$ cat src/rtl/multicycle_sequencer.sv
// Purpose: opcode-driven control sequencer for the multicycle datapath, with memory waits, stall, halt/trap and retire count.
// Latency: IF->IF takes 2 (LDI), 3 (branch/jump), 4 (ALU/store) or 5 (load) edges, plus one per memory wait cycle.
// Backpressure: mem_ready=0 holds IF/LD4/ST4 (watchdog may trap); stall=1 freezes state, wait counter and retired_count.
//
// Ports:
//   clk, rst_n     - clock, asynchronous active-low reset
//   opcode         - instruction-register opcode (6 bits)
//   mem_ready      - memory access completes this cycle
//   stall          - freeze the sequencer this cycle
//   state          - current control state (4-bit legacy encoding)
//   retire         - one-cycle pulse in the first IF cycle after an instruction completes
//   retired_count  - retired instructions, wraps modulo 2^CNT_W
//   trap_cause     - 00 none, 01 illegal opcode, 10 memory timeout; latched on TRAP entry
//   halted         - high while in HALT or TRAP
module multicycle_sequencer #(
    parameter int MEM_TIMEOUT = 15,
    parameter int WAIT_W      = 4,
    parameter int CNT_W       = 16
) (
    input  logic             clk,
    input  logic             rst_n,
    input  logic [5:0]       opcode,
    input  logic             mem_ready,
    input  logic             stall,
    output logic [3:0]       state,
    output logic             retire,
    output logic [CNT_W-1:0] retired_count,
    output logic [1:0]       trap_cause,
    output logic             halted
);

    // Encoding is shared with the existing datapath control decode.
    localparam logic [3:0] S_IF      = 4'd0;
    localparam logic [3:0] S_RF      = 4'd1;
    localparam logic [3:0] S_IMM2    = 4'd2;
    localparam logic [3:0] S_ALU_R3  = 4'd3;
    localparam logic [3:0] S_ALU_RI3 = 4'd4;
    localparam logic [3:0] S_ALU4    = 4'd5;
    localparam logic [3:0] S_BR3     = 4'd6;
    localparam logic [3:0] S_MEM3    = 4'd7;
    localparam logic [3:0] S_LD4     = 4'd8;
    localparam logic [3:0] S_ST4     = 4'd9;
    localparam logic [3:0] S_LD5     = 4'd10;
    localparam logic [3:0] S_J3      = 4'd11;
    localparam logic [3:0] S_HALT    = 4'd12;
    localparam logic [3:0] S_TRAP    = 4'd13;

    localparam logic [1:0] CAUSE_NONE    = 2'b00;
    localparam logic [1:0] CAUSE_ILLEGAL = 2'b01;
    localparam logic [1:0] CAUSE_TIMEOUT = 2'b10;

    localparam logic [5:0] OP_LDI  = 6'b111110;
    localparam logic [5:0] OP_HALT = 6'b111111;

    localparam bit              WDOG_EN   = (MEM_TIMEOUT > 0);
    localparam logic [WAIT_W-1:0] TIMEOUT_V = WAIT_W'(MEM_TIMEOUT);

    logic [WAIT_W-1:0] wait_cnt;
    logic [WAIT_W-1:0] wait_d;
    logic [3:0]        state_d;
    logic [1:0]        cause_d;
    logic              in_wait_state;
    logic              timeout;
    logic              completing;

    always_comb begin
        state_d       = state;
        cause_d       = CAUSE_NONE;
        in_wait_state = (state == S_IF) || (state == S_LD4) || (state == S_ST4);
        timeout       = WDOG_EN && in_wait_state && !mem_ready && (wait_cnt == TIMEOUT_V);

        case (state)
            S_IF: begin
                if (mem_ready) begin
                    if (opcode == OP_LDI) begin
                        state_d = S_IMM2;
                    end else if (opcode == OP_HALT) begin
                        state_d = S_HALT;
                    end else if (opcode[5:3] == 3'b111) begin
                        state_d = S_TRAP;
                        cause_d = CAUSE_ILLEGAL;
                    end else begin
                        state_d = S_RF;
                    end
                end
            end
            S_RF: begin
                if (!opcode[5]) begin
                    state_d = opcode[4] ? S_ALU_RI3 : S_ALU_R3;
                end else begin
                    case (opcode[4:3])
                        2'b00:   state_d = S_BR3;
                        2'b01:   state_d = S_MEM3;
                        2'b10:   state_d = S_J3;
                        // 111xxx is resolved at IF; seeing it here means the
                        // opcode changed under us, treat it as illegal.
                        default: begin
                            state_d = S_TRAP;
                            cause_d = CAUSE_ILLEGAL;
                        end
                    endcase
                end
            end
            S_ALU_R3, S_ALU_RI3: state_d = S_ALU4;
            S_MEM3:              state_d = opcode[2] ? S_ST4 : S_LD4;
            S_LD4:               if (mem_ready) state_d = S_LD5;
            S_ST4:               if (mem_ready) state_d = S_IF;
            S_IMM2, S_ALU4, S_BR3, S_LD5, S_J3: state_d = S_IF;
            S_HALT, S_TRAP:      state_d = state;
            default: begin
                state_d = S_TRAP;
                cause_d = CAUSE_ILLEGAL;
            end
        endcase

        if (timeout) begin
            state_d = S_TRAP;
            cause_d = CAUSE_TIMEOUT;
        end

        // Stall wins over everything, including memory completion and timeout.
        if (stall) begin
            state_d = state;
        end

        // Only terminal states (and ST4 on completion) ever move into IF.
        completing = !stall && (state != S_IF) && (state_d == S_IF);

        if (stall) begin
            wait_d = wait_cnt;
        end else if (state_d != state) begin
            wait_d = '0;
        end else if (in_wait_state && !mem_ready) begin
            // Saturate so a disabled watchdog never sees a wrapped count.
            wait_d = (wait_cnt == {WAIT_W{1'b1}}) ? wait_cnt : wait_cnt + WAIT_W'(1);
        end else begin
            wait_d = '0;
        end
    end

    always_ff @(posedge clk or negedge rst_n) begin
        if (!rst_n) begin
            state         <= S_IF;
            wait_cnt      <= '0;
            retire        <= 1'b0;
            retired_count <= '0;
            trap_cause    <= CAUSE_NONE;
            halted        <= 1'b0;
        end else begin
            state    <= state_d;
            wait_cnt <= wait_d;
            retire   <= completing;
            halted   <= (state_d == S_HALT) || (state_d == S_TRAP);
            if (completing) begin
                retired_count <= retired_count + CNT_W'(1);
            end
            if ((state_d == S_TRAP) && (state != S_TRAP)) begin
                trap_cause <= cause_d;
            end
        end
    end

endmodule

$ cat config.mk
export PLATFORM = sky130hd
export DESIGN_NAME = multicycle_sequencer
export DESIGN_NICKNAME = d
export VERILOG_FILES = /design/src/rtl/multicycle_sequencer.sv
export SDC_FILE = /design/constraint.sdc
export NUM_CORES = 1
export LEC_CHECK = 0
export ABC_AREA = 0
export CORE_MARGIN = 3
export CORE_UTILIZATION = 52
export CTS_BUF_LIST = sky130_fd_sc_hd__clkbuf_8
export DETAILED_ROUTE_END_ITERATION = 6
export PLACE_DENSITY = 0.77
export SYNTH_ARGS = -nofsm -noshare
export SYNTH_HDL_FRONTEND = slang
export SYNTH_SLANG_ARGS = --single-unit
$ cat constraint.sdc
create_clock -name clk -period 2.6 [get_ports clk]
set_input_delay 0.52 -clock clk [delete_from_list [all_inputs] [get_ports clk]]
set_output_delay 0.52 -clock clk [all_outputs]
set_load 0.05 [all_outputs]
Word level (Yosys, flattened, before mapping)
Index checks and enable logic that the tools add are counted.
- bits in registers: 28
- logic and storage cells: 77
- add/subtract/negate cells: 2
- equality and inequality tests: 24
- muxes and demuxes: 24
- bitwise operators: 1
- reductions and logical operators: 20
- operators with widths (kind ; number):
    two-way mux 4 bit ; 12
    equality test 4 bit, second input constant ; 9
    one-hot mux 4 bit (8 select lines) ; 1
    adder 16 x 1 -> 16 bit, second input constant ; 1
    equality test 4 x 3 -> 1 bit, second input constant ; 4
    equality test 6 bit, second input constant ; 2
    one-hot mux 4 bit (3 select lines) ; 1
    OR reduction 12 bit ; 1
    equality test 4 x 2 -> 1 bit, second input constant ; 2
    zero test 4 bit ; 2
    two-way mux 1 bit ; 7
    logical AND 1 bit ; 5
    OR reduction 5 bit ; 1
    adder 4 x 1 -> 4 bit, second input constant ; 1
    equality test 4 x 1 -> 1 bit, second input constant ; 1
    inequality test 4 bit ; 1
    inequality test 4 bit, second input constant ; 1
    nonzero test 4 bit ; 1
    OR reduction 2 bit ; 2
    equality test 3 bit, second input constant ; 1
    logical OR 1 bit ; 3
    two-way mux 3 bit ; 1
    inequality test 3 bit, second input constant ; 1
    one-hot mux 1 bit (3 select lines) ; 1
    other kinds (8) ; 9

Longest topological paths before layout
Gate-level depths: netlist of run 1.
- depth in word-level cells: 11
- gate-level depth with buffers: 9

Worst setup path before layout of run 1
No wires, ideal clock.
- path kind: register -> register
- from: register state[1]
- to: register retired_count[1]
- library setup time: 128 ps
- data arrival time: 2383 ps
- slack: 90 ps
- cell stages (with the launch flop): 8
- cell sequence: dfrtp_1 > or4b_1 > or3_4 > o21ai_4 > nand4bb_1 > buf_6 > buf_12 > mux2_1
- longest elaborated chain between the ends: 9
- elaborated cells between the ends (all ways): 31
- RTL lines (element ; line ; source):
    from (decl) ; 25 ; output logic [3:0] state,
    from (signal assigned) ; 150 ; state <= state_d;
    branches (longest 8 deep; another with one-hot mux 4 bit (8 select lines)) ; n/a ;
    logical AND 1 bit * ; 127 ; completing = !stall && (state != S_IF) && (state_d == S_IF);
    to (signal assigned) ; 155 ; retired_count <= retired_count + CNT_W'(1);
    to (decl) ; 27 ; output logic [CNT_W-1:0] retired_count,
Every way passes the cells marked *.
A chain may end at the register's enable or synchronous reset.

Final worst setup path of run 1
- from: input opcode[4]
- to: register retired_count[7]
- longest elaborated chain between the ends: 10
- elaborated cells between the ends (all ways): 18
- RTL lines (element ; line ; source):
    from (decl) ; 22 ; input logic [5:0] opcode,
    equality test 3 bit ; 79 ; end else if (opcode[5:3] == 3'b111) begin
    two-way mux 4 bit ; 79 ;
    two-way mux 4 bit ; 77 ; end else if (opcode == OP_HALT) begin
    two-way mux 4 bit ; 75 ; if (opcode == OP_LDI) begin
    two-way mux 4 bit ; 74 ; if (mem_ready) begin
    one-hot mux 4 bit (8 select lines) * ; 72 ; case (state)
    two-way mux 4 bit * ; 116 ; if (timeout) begin
    two-way mux 4 bit * ; 122 ; if (stall) begin
    zero test 4 bit * ; 127 ;
    logical AND 1 bit * ; 127 ;
Every way passes the cells marked *; elsewhere a longest branch is shown, timed or not.

==> results of run 1 <==
synth_stat cells (all sizes together):
cell and n:
nor3b 3, dfrtp 28, nand2b 2, a221oi 1
nor4b 4, o21bai 2, a31oi 2, and4 2
nor3 8, or4 1, nor2 10, or2 1
a21boi 1, a21oi 7, and4b 1, and3 2
nand4 1, nor4 2, nor2b 3, o21a 1
xor2 12, clkbuf 1, ha 2, mux2 2
o21ai 5, a32o 1, a21o 2, buf 6
o211ai 3, or4b 1, inv 8, nand2 13
nand3b 1, or3 3, nor4bb 1, a2111oi 1
a211oi 1, nand4bb 1, o311ai 1, xnor2 3
o211a 1, o2111a 1, nand3 8
layout make-up:
cell class,instances,area [µm²]
Timing Repair Buffer,49,463
Clock buffer,3,41.3
Fill cell,193,698
Clock inverter,1,30.0
Inverter,8,30.0
Multi-Input combinational cell,117,827
Tap cell,31,38.8
Sequential cell,28,701
worst max-delay path, cell delays in order:
cell,delay (ns)
clkdlybuf4s50_1,0.53
nor4bb_1,0.20
a211oi_1,0.33
a21boi_0,0.25
nand4bb_1,0.18
buf_12,0.19
nor4_1,0.36
xor2_1,0.17
flip-flops by register name (all words and copies together), names as in the netlist:
name,flops
halted,1
retire,1
retired_count,16
trap_cause,2
wait_cnt,4
state,4
worst paths after layout:
kind	start	endpoint	depth (start not counted)
max in group asynchronous	rst_n	retired_count[15]$_DFFE_PN0P_	2
worst min-delay path	retired_count[15]$_DFFE_PN0P_	retired_count[15]$_DFFE_PN0P_	1
min in group asynchronous	rst_n	state[1]$_DFF_PN0_	2
worst max register to register	state[0]$_DFF_PN0_	retired_count[7]$_DFFE_PN0P_	8
worst max-delay path	opcode[4]	retired_count[7]$_DFFE_PN0P_	8
worst min register to register	retired_count[15]$_DFFE_PN0P_	retired_count[15]$_DFFE_PN0P_	1
layout by cell type, fill, tap and decap left out, drive strengths merged, types with 4 or more instances in the layout:
| cell type | n |
|---|---|
| nand3 | 8 |
| buf | 16 |
| dfrtp | 28 |
| nor3 | 8 |
| nor4b | 4 |
| o21ai | 5 |
| xor2 | 12 |
| nand2 | 13 |
| inv | 8 |
| clkdlybuf4s50 | 33 |
| a21oi | 7 |
| nor2 | 10 |
metal layers:
| layer | global-route usage (%) | part of all wire, % | vias to the layer above |
|---|---|---|---|
| li1 | - | - | 671 |
| met1 | 31.1 | 48 | 676 |
| met2 | 33.4 | 47 | 41 |
| met3 | 3.56 | 4.2 | 8 |
| met4 | 7.58 | 1.5 | 0 |
| met5 | 0 | 0 | - |
logic make-up (layout without fill, tap and decap cells):
family / Yosys count / in the layout / share of synthesized area (%)
buf+inv: 15 / 61 / 5.34
fa+ha+maj: 2 / 2 / 1.57
xor+xnor: 15 / 15 / 8.24
flops: 28 / 28 / 44.0
compound gates: 30 / 30 / 14.0
mux: 2 / 2 / 1.41
simple gates: 68 / 68 / 25.5
repair_timing:
action / in CTS / in global routing
endpoints found under the setup margin: 0 / 3
hold buffers: 0 / 0
buffers inserted: 0 / 0
gates resized for setup: 0 / 2
power groups by stage:
| stage | combinational [mW] | clock, mW | sequential [mW] |
|---|---|---|---|
| 2_1_floorplan | 0.452 | 0 | 0.856 |
| 3_3_place_gp | 0.952 | 0 | 0.655 |
| 3_5_place_dp | 0.968 | 0 | 0.665 |
| 4_1_cts | 0.979 | 0.350 | 0.661 |
| 5_1_grt | 1.07 | 0.365 | 0.685 |
| 6_report | 0.995 | 0.344 | 0.661 |
metrics by stage:
stage | cells | power, mW | hold WS [ns] | setup TNS (ns)
2_1_floorplan | 160 | 1.31 | 0.224 | 0
3_3_place_gp | 233 | 1.61 | 0.455 | -1.46
3_5_place_dp | 233 | 1.63 | 0.460 | -2.17
4_1_cts | 237 | 1.99 | 0.475 | 0
5_1_grt | 237 | 2.12 | 0.498 | 0
6_report | 237 | 2.00 | 0.468 | 0
==> impl_metrics.toml, run 1 <==
[floorplanning]
ioPinCount = 34
rows = 19
core_mm2 = 0.00283
initial_core_util_pct = 56.3
die_x_um = 61.4
die_h_um = 61.4
die_area_mm2 = 0.00377

[synthesis]
postSynthAreaPerCell_um2 = 9.96
yosysTopAreaCell = "dfrtp_1"
synth_warnings = 0
netlist_area_mm2 = 0.00159
synth_nets = 172
ys_top_cells_by_area = "dfrtp_1, xor2_1, nand2_1, nand3_1, nor2_1"
synth_cells = 160
synth_top_area_share_pct = 44.0
synth.distinct_cells = 50
yosys_register_bits = 28
ys_seq_area_share_pct = 44.0

[cts]
cts_buffer_depth = 2
cts_tree = "built"
htreeDepth = 1
cts_root_buffer = "clkbuf_8"
clock_sinks = 28
numCtsBuffers = 3
clk_pin_slew_ns = 0.10
insertion_delay_ns = 0.27

[placement]
place_congestion = 0.911
portBuffers = 33
post_dp_cell_area_mm2 = 0.00204
post-dp-hpwl_mm = 2.69
dp_slack_ns = -0.254

[setup_path]
worstSetupPathType = "input pin to flop"
worstSetupEndpointType = "flop"
start_kind = "input pin"
crit_fanout = 17
ff2ff_setup_slack_ns = 0.15
arrival_ns = 2.74
worstPathRequired_ns = 2.81

[power]
p_comb_share_pct = 49.7
power.share.sequential_pct = 33.1
p_per_area_mw_per_mm2 = 939
p_switching_uw = 883
peakVddDrop_mv = 0.845
p_int_mw = 1.12
p_leak_nw = 0.960
share_clk_of_total_power_pct = 17.2
swShare_pct = 44.1

[run_status]
status = "completed"

[routing]
drc = 0
antenna_left = 0
vias = 1396
wirelength_mm = 3.69
wl_per_cell_um = 15.6
dr.pass1.iters = 4
via_per_inst = 5.89
drt_iter0_drc = 40

[grt]
grt_util_all_layers_pct = 21.7
grt_start_max_net_pins = 29
grt_overflow_total = 0
antenna_found_initial = 0
grt_pass1_wl_mm = 6.16
grt_pass1_vias = 1353

[finish]
drive_above_1_share_pct = 14.1
post-route-util_pct = 75.3
fin_nets = 219
n_antenna_cell = 0
synthToLayoutAreaGrowth_pct = 33.7
final_cell_area_mm2 = 0.00213

[sta]
worstMarginPinSlew_ns = 0.526
drv_slew = 0
clock_skew_ns = 0.00107
min_period_over_period_pct = 97.3
hold_viol_final = 0
fin_ws_ns = 0.0693
min_period_ns = 2.53
max_freq_mhz = 395
rsz0062_at_grt = "false"
slew_headroom_pct = 64.4
setup_viol = 0

[worst_hold_path]
min_path_type = "flop to flop"

[flow_run]
max-cap-violations = 0
No activity file was read; power rests on OpenSTA's default activity.
==> run 2: changes to the inputs <==
--- a/config.mk
+++ b/config.mk
@@ -10,6 +10,7 @@
 export CORE_UTILIZATION = 52
 export CTS_BUF_LIST = sky130_fd_sc_hd__clkbuf_8
 export DETAILED_ROUTE_END_ITERATION = 6
+export HOLD_SLACK_MARGIN = 0.08
 export PLACE_DENSITY = 0.77
 export SYNTH_ARGS = -nofsm -noshare
 export SYNTH_HDL_FRONTEND = slang
==> results of run 2 <==
The final DEF is identical to that of run 1; final timing and power are the same.
